**src/rtl/des_pkg.sv**
```systemverilog
// Shared DES key-schedule tables and helpers: PC-1/PC-2 index tables, the
// per-round shift schedule, the permutations and the 28-bit half rotations.
package des_pkg;

    typedef enum logic [0:0] {
        ST_IDLE = 1'b0,
        ST_RUN  = 1'b1
    } sched_state_e;

    // Table entries are FIPS bit numbers (1 = leftmost bit).
    localparam logic [5:0] PC1_TAB [0:55] = '{
        6'd57, 6'd49, 6'd41, 6'd33, 6'd25, 6'd17, 6'd9,  6'd1,
        6'd58, 6'd50, 6'd42, 6'd34, 6'd26, 6'd18, 6'd10, 6'd2,
        6'd59, 6'd51, 6'd43, 6'd35, 6'd27, 6'd19, 6'd11, 6'd3,
        6'd60, 6'd52, 6'd44, 6'd36, 6'd63, 6'd55, 6'd47, 6'd39,
        6'd31, 6'd23, 6'd15, 6'd7,  6'd62, 6'd54, 6'd46, 6'd38,
        6'd30, 6'd22, 6'd14, 6'd6,  6'd61, 6'd53, 6'd45, 6'd37,
        6'd29, 6'd21, 6'd13, 6'd5,  6'd28, 6'd20, 6'd12, 6'd4
    };

    localparam logic [5:0] PC2_TAB [0:47] = '{
        6'd14, 6'd17, 6'd11, 6'd24, 6'd1,  6'd5,  6'd3,  6'd28,
        6'd15, 6'd6,  6'd21, 6'd10, 6'd23, 6'd19, 6'd12, 6'd4,
        6'd26, 6'd8,  6'd16, 6'd7,  6'd27, 6'd20, 6'd13, 6'd2,
        6'd41, 6'd52, 6'd31, 6'd37, 6'd47, 6'd55, 6'd30, 6'd40,
        6'd51, 6'd45, 6'd33, 6'd48, 6'd44, 6'd49, 6'd39, 6'd56,
        6'd34, 6'd53, 6'd46, 6'd42, 6'd50, 6'd36, 6'd29, 6'd32
    };

    localparam logic [1:0] SHIFT_TAB [0:15] = '{
        2'd1, 2'd1, 2'd2, 2'd2, 2'd2, 2'd2, 2'd2, 2'd2,
        2'd1, 2'd2, 2'd2, 2'd2, 2'd2, 2'd2, 2'd2, 2'd1
    };

    // FIPS bit n of the key sits at vector bit 64-n, i.e. index ~(n-1).
    function automatic logic [55:0] des_pc1(input logic [63:0] key);
        logic [55:0] res;
        res = 56'd0;
        for (int i = 0; i < 56; i++) begin
            res[55 - i] = key[~(PC1_TAB[i] - 6'd1)];
        end
        return res;
    endfunction

    function automatic logic [47:0] des_pc2(input logic [55:0] cd);
        logic [47:0] res;
        res = 48'd0;
        for (int i = 0; i < 48; i++) begin
            res[47 - i] = cd[6'd56 - PC2_TAB[i]];
        end
        return res;
    endfunction

    function automatic logic [27:0] rotl28(input logic [27:0] x, input logic [1:0] n);
        logic [27:0] res;
        case (n)
            2'd2:    res = {x[25:0], x[27:26]};
            default: res = {x[26:0], x[27]};
        endcase
        return res;
    endfunction

    function automatic logic [27:0] rotr28(input logic [27:0] x, input logic [1:0] n);
        logic [27:0] res;
        case (n)
            2'd2:    res = {x[1:0], x[27:2]};
            default: res = {x[0], x[27:1]};
        endcase
        return res;
    endfunction

    function automatic logic [55:0] cd_rotl(input logic [55:0] cd, input logic [1:0] n);
        return {rotl28(cd[55:28], n), rotl28(cd[27:0], n)};
    endfunction

    function automatic logic [55:0] cd_rotr(input logic [55:0] cd, input logic [1:0] n);
        return {rotr28(cd[55:28], n), rotr28(cd[27:0], n)};
    endfunction

    // Decrypt starts from C0/D0 because the 16 shifts sum to a full 28-bit turn.
    function automatic logic [55:0] des_cd_init(input logic [63:0] key, input logic dec);
        logic [55:0] res;
        if (dec) begin
            res = des_pc1(key);
        end else begin
            res = cd_rotl(des_pc1(key), SHIFT_TAB[0]);
        end
        return res;
    endfunction

    function automatic logic [1:0] des_key_index(input int knum, input logic [1:0] pos,
                                                 input logic dec);
        logic [1:0] idx;
        if (knum == 1) begin
            idx = 2'd0;
        end else if (dec) begin
            idx = 2'd2 - pos;
        end else begin
            idx = pos;
        end
        return idx;
    endfunction

    // EDE: the middle key runs in the opposite direction to the outer two.
    function automatic logic des_key_dir(input int knum, input logic [1:0] pos, input logic dec);
        logic dir;
        if (knum == 1) begin
            dir = dec;
        end else begin
            dir = dec ^ pos[0];
        end
        return dir;
    endfunction

endpackage

```
**src/rtl/des_key_sched_iter_if.sv**
```systemverilog
// Key-bundle input channel and subkey output channel of the iterative key scheduler.
interface des_key_sched_iter_if #(
    parameter int KEY_NUM = 1
) ();
    localparam int KW = 64 * KEY_NUM;

    logic          key_valid;
    logic          key_ready;
    logic [KW-1:0] key_in;
    logic          decrypt;
    logic          abort;
    logic          sk_valid;
    logic          sk_ready;
    logic [47:0]   sk_data;
    logic [3:0]    sk_round;
    logic [1:0]    sk_key;
    logic          sk_last;

    modport master (
        output key_valid, key_in, decrypt, abort, sk_ready,
        input  key_ready, sk_valid, sk_data, sk_round, sk_key, sk_last
    );

    modport slave (
        input  key_valid, key_in, decrypt, abort, sk_ready,
        output key_ready, sk_valid, sk_data, sk_round, sk_key, sk_last
    );
endinterface

```
**src/rtl/des_key_sched_iter_cd_step.sv**
```systemverilog
// Next C/D value for one subkey step: left rotation ahead of the next round when
// encrypting, right rotation undoing the round just emitted when decrypting.
module des_cd_step
    import des_pkg::*;
(
    input  logic [55:0] i_cd,
    input  logic        i_dec,
    input  logic [3:0]  i_round,
    output logic [55:0] o_cd
);

    logic [3:0] w_idx;
    logic [1:0] w_amt;

    // Pick the schedule entry and rotate both halves.
    always_comb begin
        w_idx = 4'd0;
        o_cd  = i_cd;
        if (i_dec) begin
            w_idx = 4'd15 - i_round;
        end else begin
            w_idx = i_round + 4'd1;
        end
        w_amt = SHIFT_TAB[w_idx];
        if (i_dec) begin
            o_cd = cd_rotr(i_cd, w_amt);
        end else begin
            o_cd = cd_rotl(i_cd, w_amt);
        end
    end

endmodule

```
**src/rtl/des_key_sched_iter.sv**
```systemverilog
// Iterative DES/TDES round-key generator: holds 56 bits of C/D state and streams
// one 48-bit subkey per accepted handshake, in the order the round engine needs.
module des_key_sched_iter
    import des_pkg::*;
#(
    parameter int KEY_NUM = 1
) (
    input  logic               clk,
    input  logic               rst_n,
    des_key_sched_iter_if.slave bus
);

    localparam int         KW       = 64 * KEY_NUM;
    localparam logic [1:0] LAST_POS = 2'(KEY_NUM - 1);

    sched_state_e  r_state;
    sched_state_e  w_state_nxt;
    logic [55:0]   r_cd;
    logic [55:0]   w_cd_nxt;
    logic [3:0]    r_round;
    logic [3:0]    w_round_nxt;
    logic [1:0]    r_pos;
    logic [1:0]    w_pos_nxt;
    logic          r_dec;
    logic          w_dec_nxt;
    logic [KW-1:0] r_keys;

    logic          w_key_hs;
    logic          w_cur_dir;
    logic [55:0]   w_cd_step;
    logic [1:0]    w_load_pos;
    logic          w_load_dec;
    logic [KW-1:0] w_load_src;
    logic [63:0]   w_load_key;
    logic          w_load_dir;
    logic [55:0]   w_cd_load;

    assign w_key_hs  = (r_state == ST_IDLE) && bus.key_valid && !bus.abort;
    assign w_cur_dir = des_key_dir(KEY_NUM, r_pos, r_dec);

    des_cd_step u_step (
        .i_cd    (r_cd),
        .i_dec   (w_cur_dir),
        .i_round (r_round),
        .o_cd    (w_cd_step)
    );

    // Key and direction a C/D load would use: the incoming bundle in IDLE,
    // the next key of the latched bundle while running.
    always_comb begin
        w_load_pos = 2'd0;
        w_load_dec = bus.decrypt;
        w_load_src = bus.key_in;
        if (r_state == ST_RUN) begin
            w_load_pos = r_pos + 2'd1;
            w_load_dec = r_dec;
            w_load_src = r_keys;
        end else begin
            w_load_pos = 2'd0;
            w_load_dec = bus.decrypt;
            w_load_src = bus.key_in;
        end
        w_load_key = 64'd0;
        for (int k = 0; k < KEY_NUM; k++) begin
            w_load_key = w_load_key |
                ((des_key_index(KEY_NUM, w_load_pos, w_load_dec) == 2'(k)) ?
                 w_load_src[64*k +: 64] : 64'd0);
        end
        w_load_dir = des_key_dir(KEY_NUM, w_load_pos, w_load_dec);
    end

    assign w_cd_load = des_cd_init(w_load_key, w_load_dir);

    // Next-state logic; leaving RUN clears all schedule state so outputs read as zero.
    always_comb begin
        w_state_nxt = r_state;
        w_cd_nxt    = r_cd;
        w_round_nxt = r_round;
        w_pos_nxt   = r_pos;
        w_dec_nxt   = r_dec;
        case (r_state)
            ST_IDLE: begin
                if (w_key_hs) begin
                    w_state_nxt = ST_RUN;
                    w_cd_nxt    = w_cd_load;
                    w_round_nxt = 4'd0;
                    w_pos_nxt   = 2'd0;
                    w_dec_nxt   = bus.decrypt;
                end else begin
                    w_state_nxt = ST_IDLE;
                end
            end
            ST_RUN: begin
                if (bus.abort) begin
                    w_state_nxt = ST_IDLE;
                    w_cd_nxt    = 56'd0;
                    w_round_nxt = 4'd0;
                    w_pos_nxt   = 2'd0;
                    w_dec_nxt   = 1'b0;
                end else if (bus.sk_ready) begin
                    if (r_round != 4'd15) begin
                        w_cd_nxt    = w_cd_step;
                        w_round_nxt = r_round + 4'd1;
                    end else if (r_pos != LAST_POS) begin
                        w_cd_nxt    = w_cd_load;
                        w_round_nxt = 4'd0;
                        w_pos_nxt   = r_pos + 2'd1;
                    end else begin
                        w_state_nxt = ST_IDLE;
                        w_cd_nxt    = 56'd0;
                        w_round_nxt = 4'd0;
                        w_pos_nxt   = 2'd0;
                        w_dec_nxt   = 1'b0;
                    end
                end else begin
                    w_state_nxt = ST_RUN;
                end
            end
            default: begin
                w_state_nxt = ST_IDLE;
                w_cd_nxt    = 56'd0;
                w_round_nxt = 4'd0;
                w_pos_nxt   = 2'd0;
                w_dec_nxt   = 1'b0;
            end
        endcase
    end

    // State register with synchronous active-low reset.
    always_ff @(posedge clk) begin
        if (!rst_n) begin
            r_state <= ST_IDLE;
        end else begin
            r_state <= w_state_nxt;
        end
    end

    // Schedule registers; the key bundle is captured only on the key handshake.
    always_ff @(posedge clk) begin
        if (!rst_n) begin
            r_cd    <= 56'd0;
            r_round <= 4'd0;
            r_pos   <= 2'd0;
            r_dec   <= 1'b0;
            r_keys  <= '0;
        end else begin
            r_cd    <= w_cd_nxt;
            r_round <= w_round_nxt;
            r_pos   <= w_pos_nxt;
            r_dec   <= w_dec_nxt;
            if (w_key_hs) begin
                r_keys <= bus.key_in;
            end
        end
    end

    assign bus.key_ready = (r_state == ST_IDLE);
    assign bus.sk_valid  = (r_state == ST_RUN);
    assign bus.sk_data   = des_pc2(r_cd);
    assign bus.sk_round  = r_round;
    assign bus.sk_key    = des_key_index(KEY_NUM, r_pos, r_dec);
    assign bus.sk_last   = (r_state == ST_RUN) && (r_round == 4'd15) && (r_pos == LAST_POS);

endmodule

```
**src/flat_wrapper.sv**
```systemverilog
// flat-port wrapper written by rule: the top's interface ports become plain ports
module des_key_sched_iter_flat import des_pkg::*;
#(
    parameter int KEY_NUM = 1
)
  (clk, rst_n, bus_key_valid, bus_key_in, bus_decrypt, bus_abort, bus_sk_ready, bus_key_ready, bus_sk_valid, bus_sk_data, bus_sk_round, bus_sk_key, bus_sk_last);
  des_key_sched_iter_if #(.KEY_NUM(KEY_NUM)) bus_i ();
  input  logic clk;
  input  logic rst_n;
  input wire logic [$bits(bus_i.key_valid)-1:0] bus_key_valid;
  input wire logic [$bits(bus_i.key_in)-1:0] bus_key_in;
  input wire logic [$bits(bus_i.decrypt)-1:0] bus_decrypt;
  input wire logic [$bits(bus_i.abort)-1:0] bus_abort;
  input wire logic [$bits(bus_i.sk_ready)-1:0] bus_sk_ready;
  output wire logic [$bits(bus_i.key_ready)-1:0] bus_key_ready;
  output wire logic [$bits(bus_i.sk_valid)-1:0] bus_sk_valid;
  output wire logic [$bits(bus_i.sk_data)-1:0] bus_sk_data;
  output wire logic [$bits(bus_i.sk_round)-1:0] bus_sk_round;
  output wire logic [$bits(bus_i.sk_key)-1:0] bus_sk_key;
  output wire logic [$bits(bus_i.sk_last)-1:0] bus_sk_last;
  assign bus_i.key_valid = bus_key_valid;
  assign bus_i.key_in = bus_key_in;
  assign bus_i.decrypt = bus_decrypt;
  assign bus_i.abort = bus_abort;
  assign bus_i.sk_ready = bus_sk_ready;
  assign bus_key_ready = bus_i.key_ready;
  assign bus_sk_valid = bus_i.sk_valid;
  assign bus_sk_data = bus_i.sk_data;
  assign bus_sk_round = bus_i.sk_round;
  assign bus_sk_key = bus_i.sk_key;
  assign bus_sk_last = bus_i.sk_last;
  des_key_sched_iter #(.KEY_NUM(KEY_NUM)) u_core (.clk(clk), .rst_n(rst_n), .bus(bus_i));
endmodule
```
**config.mk**
```make
export PLATFORM = sky130hd
export DESIGN_NAME = des_key_sched_iter_flat
export DESIGN_NICKNAME = d
export VERILOG_FILES = /design/src/rtl/des_pkg.sv /design/src/rtl/des_key_sched_iter_if.sv /design/src/rtl/des_key_sched_iter_cd_step.sv /design/src/rtl/des_key_sched_iter.sv /design/src/flat_wrapper.sv
export SDC_FILE = /design/constraint.sdc
export NUM_CORES = 1
export LEC_CHECK = 0
export ABC_AREA = 1
export CORE_MARGIN = 5
export CORE_UTILIZATION = 30
export DETAILED_ROUTE_END_ITERATION = 8
export GPL_TIMING_DRIVEN = 0
export PLACE_DENSITY = 0.56
export RECOVER_POWER = 50
export SYNTH_ARGS = -nofsm -noshare
export SYNTH_HDL_FRONTEND = slang
export SYNTH_SLANG_ARGS = --single-unit
```
**constraint.sdc**
```tcl
create_clock -name clk -period 3.3 [get_ports clk]
set_clock_uncertainty 0.1 [all_clocks]
set_input_delay 0.495 -clock clk [delete_from_list [all_inputs] [get_ports clk]]
set_output_delay 0.495 -clock clk [all_outputs]
set_load 0.05 [all_outputs]
```
==> results of run 1 <==
## metrics by stage
stage / instances / total power (W) / setup WS (ns) / area, um2 / hold WS, ns
2_1_floorplan: 1615 / 0.00289 / 0.421 / 9370 / 0.325
3_3_place_gp: 2126 / 0.00346 / -0.0806 / 11000 / 0.334
3_5_place_dp: 2126 / 0.00347 / -0.0953 / 11000 / 0.346
4_1_cts: 2157 / 0.00543 / 0.0876 / 11600 / 0.357
5_1_grt: 2157 / 0.00569 / 0.0321 / 11600 / 0.379
6_report: 2157 / 0.00543 / 0.0972 / 11600 / 0.352
## tightest hold or removal path: stages (launching register included)
cell	delay, ns
dfxtp_1	0.30
inv_1	0.05
a21oi_1	0.06
## flip-flops by register name, indices dropped and copies added, names as in the netlist
name	count
u_core.r_keys	56
u_core.r_cd	56
u_core.r_pos	2
u_core.bus.sk_round	4
u_core.r_dec	1
u_core.bus.sk_valid	1
## cells by family (layout without fill, tap and decap cells)
family	after synthesis	in the layout	synth area share
flip-flops	120	120	0.256
multiplexers	13	13	0.0139
other	1	2	0.000400
buffers and inverters	382	528	0.189
AND/OR/NAND/NOR	694	694	0.315
adder cells (fa/ha/maj)	3	3	0.00401
XOR/XNOR	1	1	0.000935
AO/OA/AOI/OAI	400	400	0.220
## worst paths after layout
| path | startpoint | slack (ns) | end | cells past startpoint |
|---|---|---|---|---|
| worst min register to register | u_core.r_keys[31]$_SDFFE_PN0P_ | 0.35 | u_core.r_keys[31]$_SDFFE_PN0P_ | 2 |
| worst min-delay path | u_core.r_keys[31]$_SDFFE_PN0P_ | 0.35 | u_core.r_keys[31]$_SDFFE_PN0P_ | 2 |
| worst max-delay path | u_core.bus.sk_valid$_SDFF_PN0_ | 0.1 | bus_key_ready | 6 |
| worst max register to register | u_core.bus.sk_valid$_SDFF_PN0_ | 0.48 | u_core.r_cd[19]$_SDFFE_PN0P_ | 9 |
## synthesized netlist by cell type (7+ instances only)
| library cell | instances | area, um2 |
|---|---|---|
| buf_4 | 60 | 450 |
| mux2i_1 | 13 | 130 |
| o21ai_0 | 238 | 1190 |
| nand3_1 | 171 | 856 |
| dfxtp_1 | 120 | 2400 |
| nand2_2 | 25 | 156 |
| buf_2 | 40 | 200 |
| nand2_1 | 377 | 1420 |
| o21a_1 | 8 | 60.1 |
| clkbuf_1 | 48 | 180 |
| a21oi_1 | 134 | 671 |
| buf_6 | 7 | 78.8 |
| inv_1 | 207 | 777 |
| or2_2 | 8 | 50.1 |
| buf_1 | 11 | 41.3 |
| nor2_1 | 100 | 375 |
## final cells by class
cell class	count	area (um2)
clock buffers	18	429
multi-input cells	1113	5190
clock inverters	14	161
fillers	3387	19200
repair buffers	115	1150
flip-flops and latches	120	2400
plain buffers	169	967
well taps	396	495
inverters	212	796
## metal layers
layer | GRT usage | routed length (um) | vias up
met1 | 0.289 | 17700 | 4899
li1 | - | - | 5378
met3 | 0.0338 | 2240 | 38
met2 | 0.317 | 16100 | 414
met4 | 0.0557 | 675 | 0
met5 | 0 | 0 | -
## repair_timing
item	4_1_cts	5_1_grt
buffers inserted	0	0
resized for setup	2	0
hold buffers	0	0
endpoints found under the setup margin	2	0
## report_power, final
| group | internal [W] | leakage, nW | switching [W] |
|---|---|---|---|
| Clock | 0.00113 | 0.285 | 0.000835 |
| Sequential | 0.00158 | 0.990 | 0.0000964 |
| Combinational | 0.000627 | 4.44 | 0.00116 |
==> results.py, run 1 <==
metrics = {
    "layout": {
        "mostFrequentLayoutCell": "nand2_1",
        "fin_nets": 1821,
        "n_antenna_cell": 0,
        "layout_common_cells": "377 x nand2_1, 238 x o21ai_0, 208 x inv_1, 172 x nand3_1, 134 x a21oi_1",
        "layout-drive-gt1-share": 0.107,
        "areaGrowthSynthToFinish_pct": 23.7,
        "fin_util": 0.377,
    },
    "synthesis": {
        "ys_seq_elements": 120,
        "seq_area_frac_synth": 0.256,
        "synth_edf_count": 0,
        "synth_cell_types": 31,
        "yosys_warnings": 0,
        "syn_inst": 1614,
        "synth_area_mm2": 0.00937,
        "synthArstFlopShare": 0,
        "avgSynthCellArea_um2": 5.80,
        "synth_ff_type": "dfxtp_1",
    },
    "sta": {
        "clock.fmax_ghz": 0.312,
        "tightest_slew_ns": 0.769,
        "slew-limit-headroom": 0.487,
        "finalHoldViolCount": 0,
        "period_share": 0.971,
        "fin_crit_ns": 3.20,
        "slew_violations": 0,
        "rsz0062_at_grt": "no",
        "setup_viol": 0,
        "setup_tns_ns": 0,
    },
    "die": {
        "die_w_um": 187,
        "pin_count": 127,
        "initial_core_util": 0.305,
        "placementRows": 64,
        "fp.dieArea_mm2": 0.0349,
        "die_height_um": 187,
        "design.core.area_mm2": 0.0307,
    },
    "clocking": {
        "clock_path_buffers": 2,
        "root_buffer": "clkbuf_16",
        "clk_latency_ns": 0.42,
        "tritoncts": "yes",
        "numClockSinks": 120,
        "cts_buffers": 17,
        "clk_pin_slew_ns": 0.06,
        "cts_max_level": 4,
    },
    "placed_design": {
        "place_hpwl_um": 28200,
        "portBuffers": 115,
        "gp_congestion": 0.918,
    },
    "global_route": {
        "grt_usage": 0.203,
        "antenna_found_initial": 0,
        "grt_pass1_wl_um": 57300,
        "grt_pass1_vias": 10000,
        "grt_max_degree": 20,
        "gr-total-overflow": 0,
    },
    "worst_setup_path": {
        "critPathTopFamily": "buffers and inverters",
        "crit_required_ns": 2.70,
        "crit_arrival_ns": 2.61,
        "cp_max_fo": 10,
        "critPathMaxStageDelay_ns": 0.58,
        "critPathKind": "flop to output pin",
        "cp.buffers_inverters": 6,
        "cp_common_cell": "buf_2",
        "crit_chain": "inv_2, buf_6, buf_4, buf_2, buf_2, dlygate4sd2_1",
        "cp-start-kind": "flop",
        "cp-end-kind": "output pin",
        "cp_slowest_cell": "dlygate4sd2_1",
    },
    "pwr": {
        "p_leak_nw": 5.72,
        "power_density_mw_per_mm2": 468,
        "ir_drop_mv": 0.377,
    },
    "min_path": {
        "hold_path_class": "flop to flop",
    },
    "run": {
        "drv_cap": 0,
    },
    "routing": {
        "vias": 10700,
        "antenna_left": 0,
        "wl_um": 36700,
        "first_pass_iters": 6,
        "drtIter0Drc": 1040,
        "wire_per_inst_um": 17.0,
        "drc": 0,
        "viasPerCell": 4.97,
    },
    "outcome": {
        "status": "finished clean",
    },
}
Power figures use the tool's default switching activity.
==> run 2, diff against run 1 <==
--- a/config.mk
+++ b/config.mk
@@ -8,6 +8,7 @@
 export ABC_AREA = 1
 export CORE_MARGIN = 5
 export CORE_UTILIZATION = 30
+export CTS_CLUSTER_DIAMETER = 100
 export DETAILED_ROUTE_END_ITERATION = 8
 export GPL_TIMING_DRIVEN = 0
 export PLACE_DENSITY = 0.56
==> results of run 2 <==
No change in the layout: final DEF, timing and power equal those of run 1.
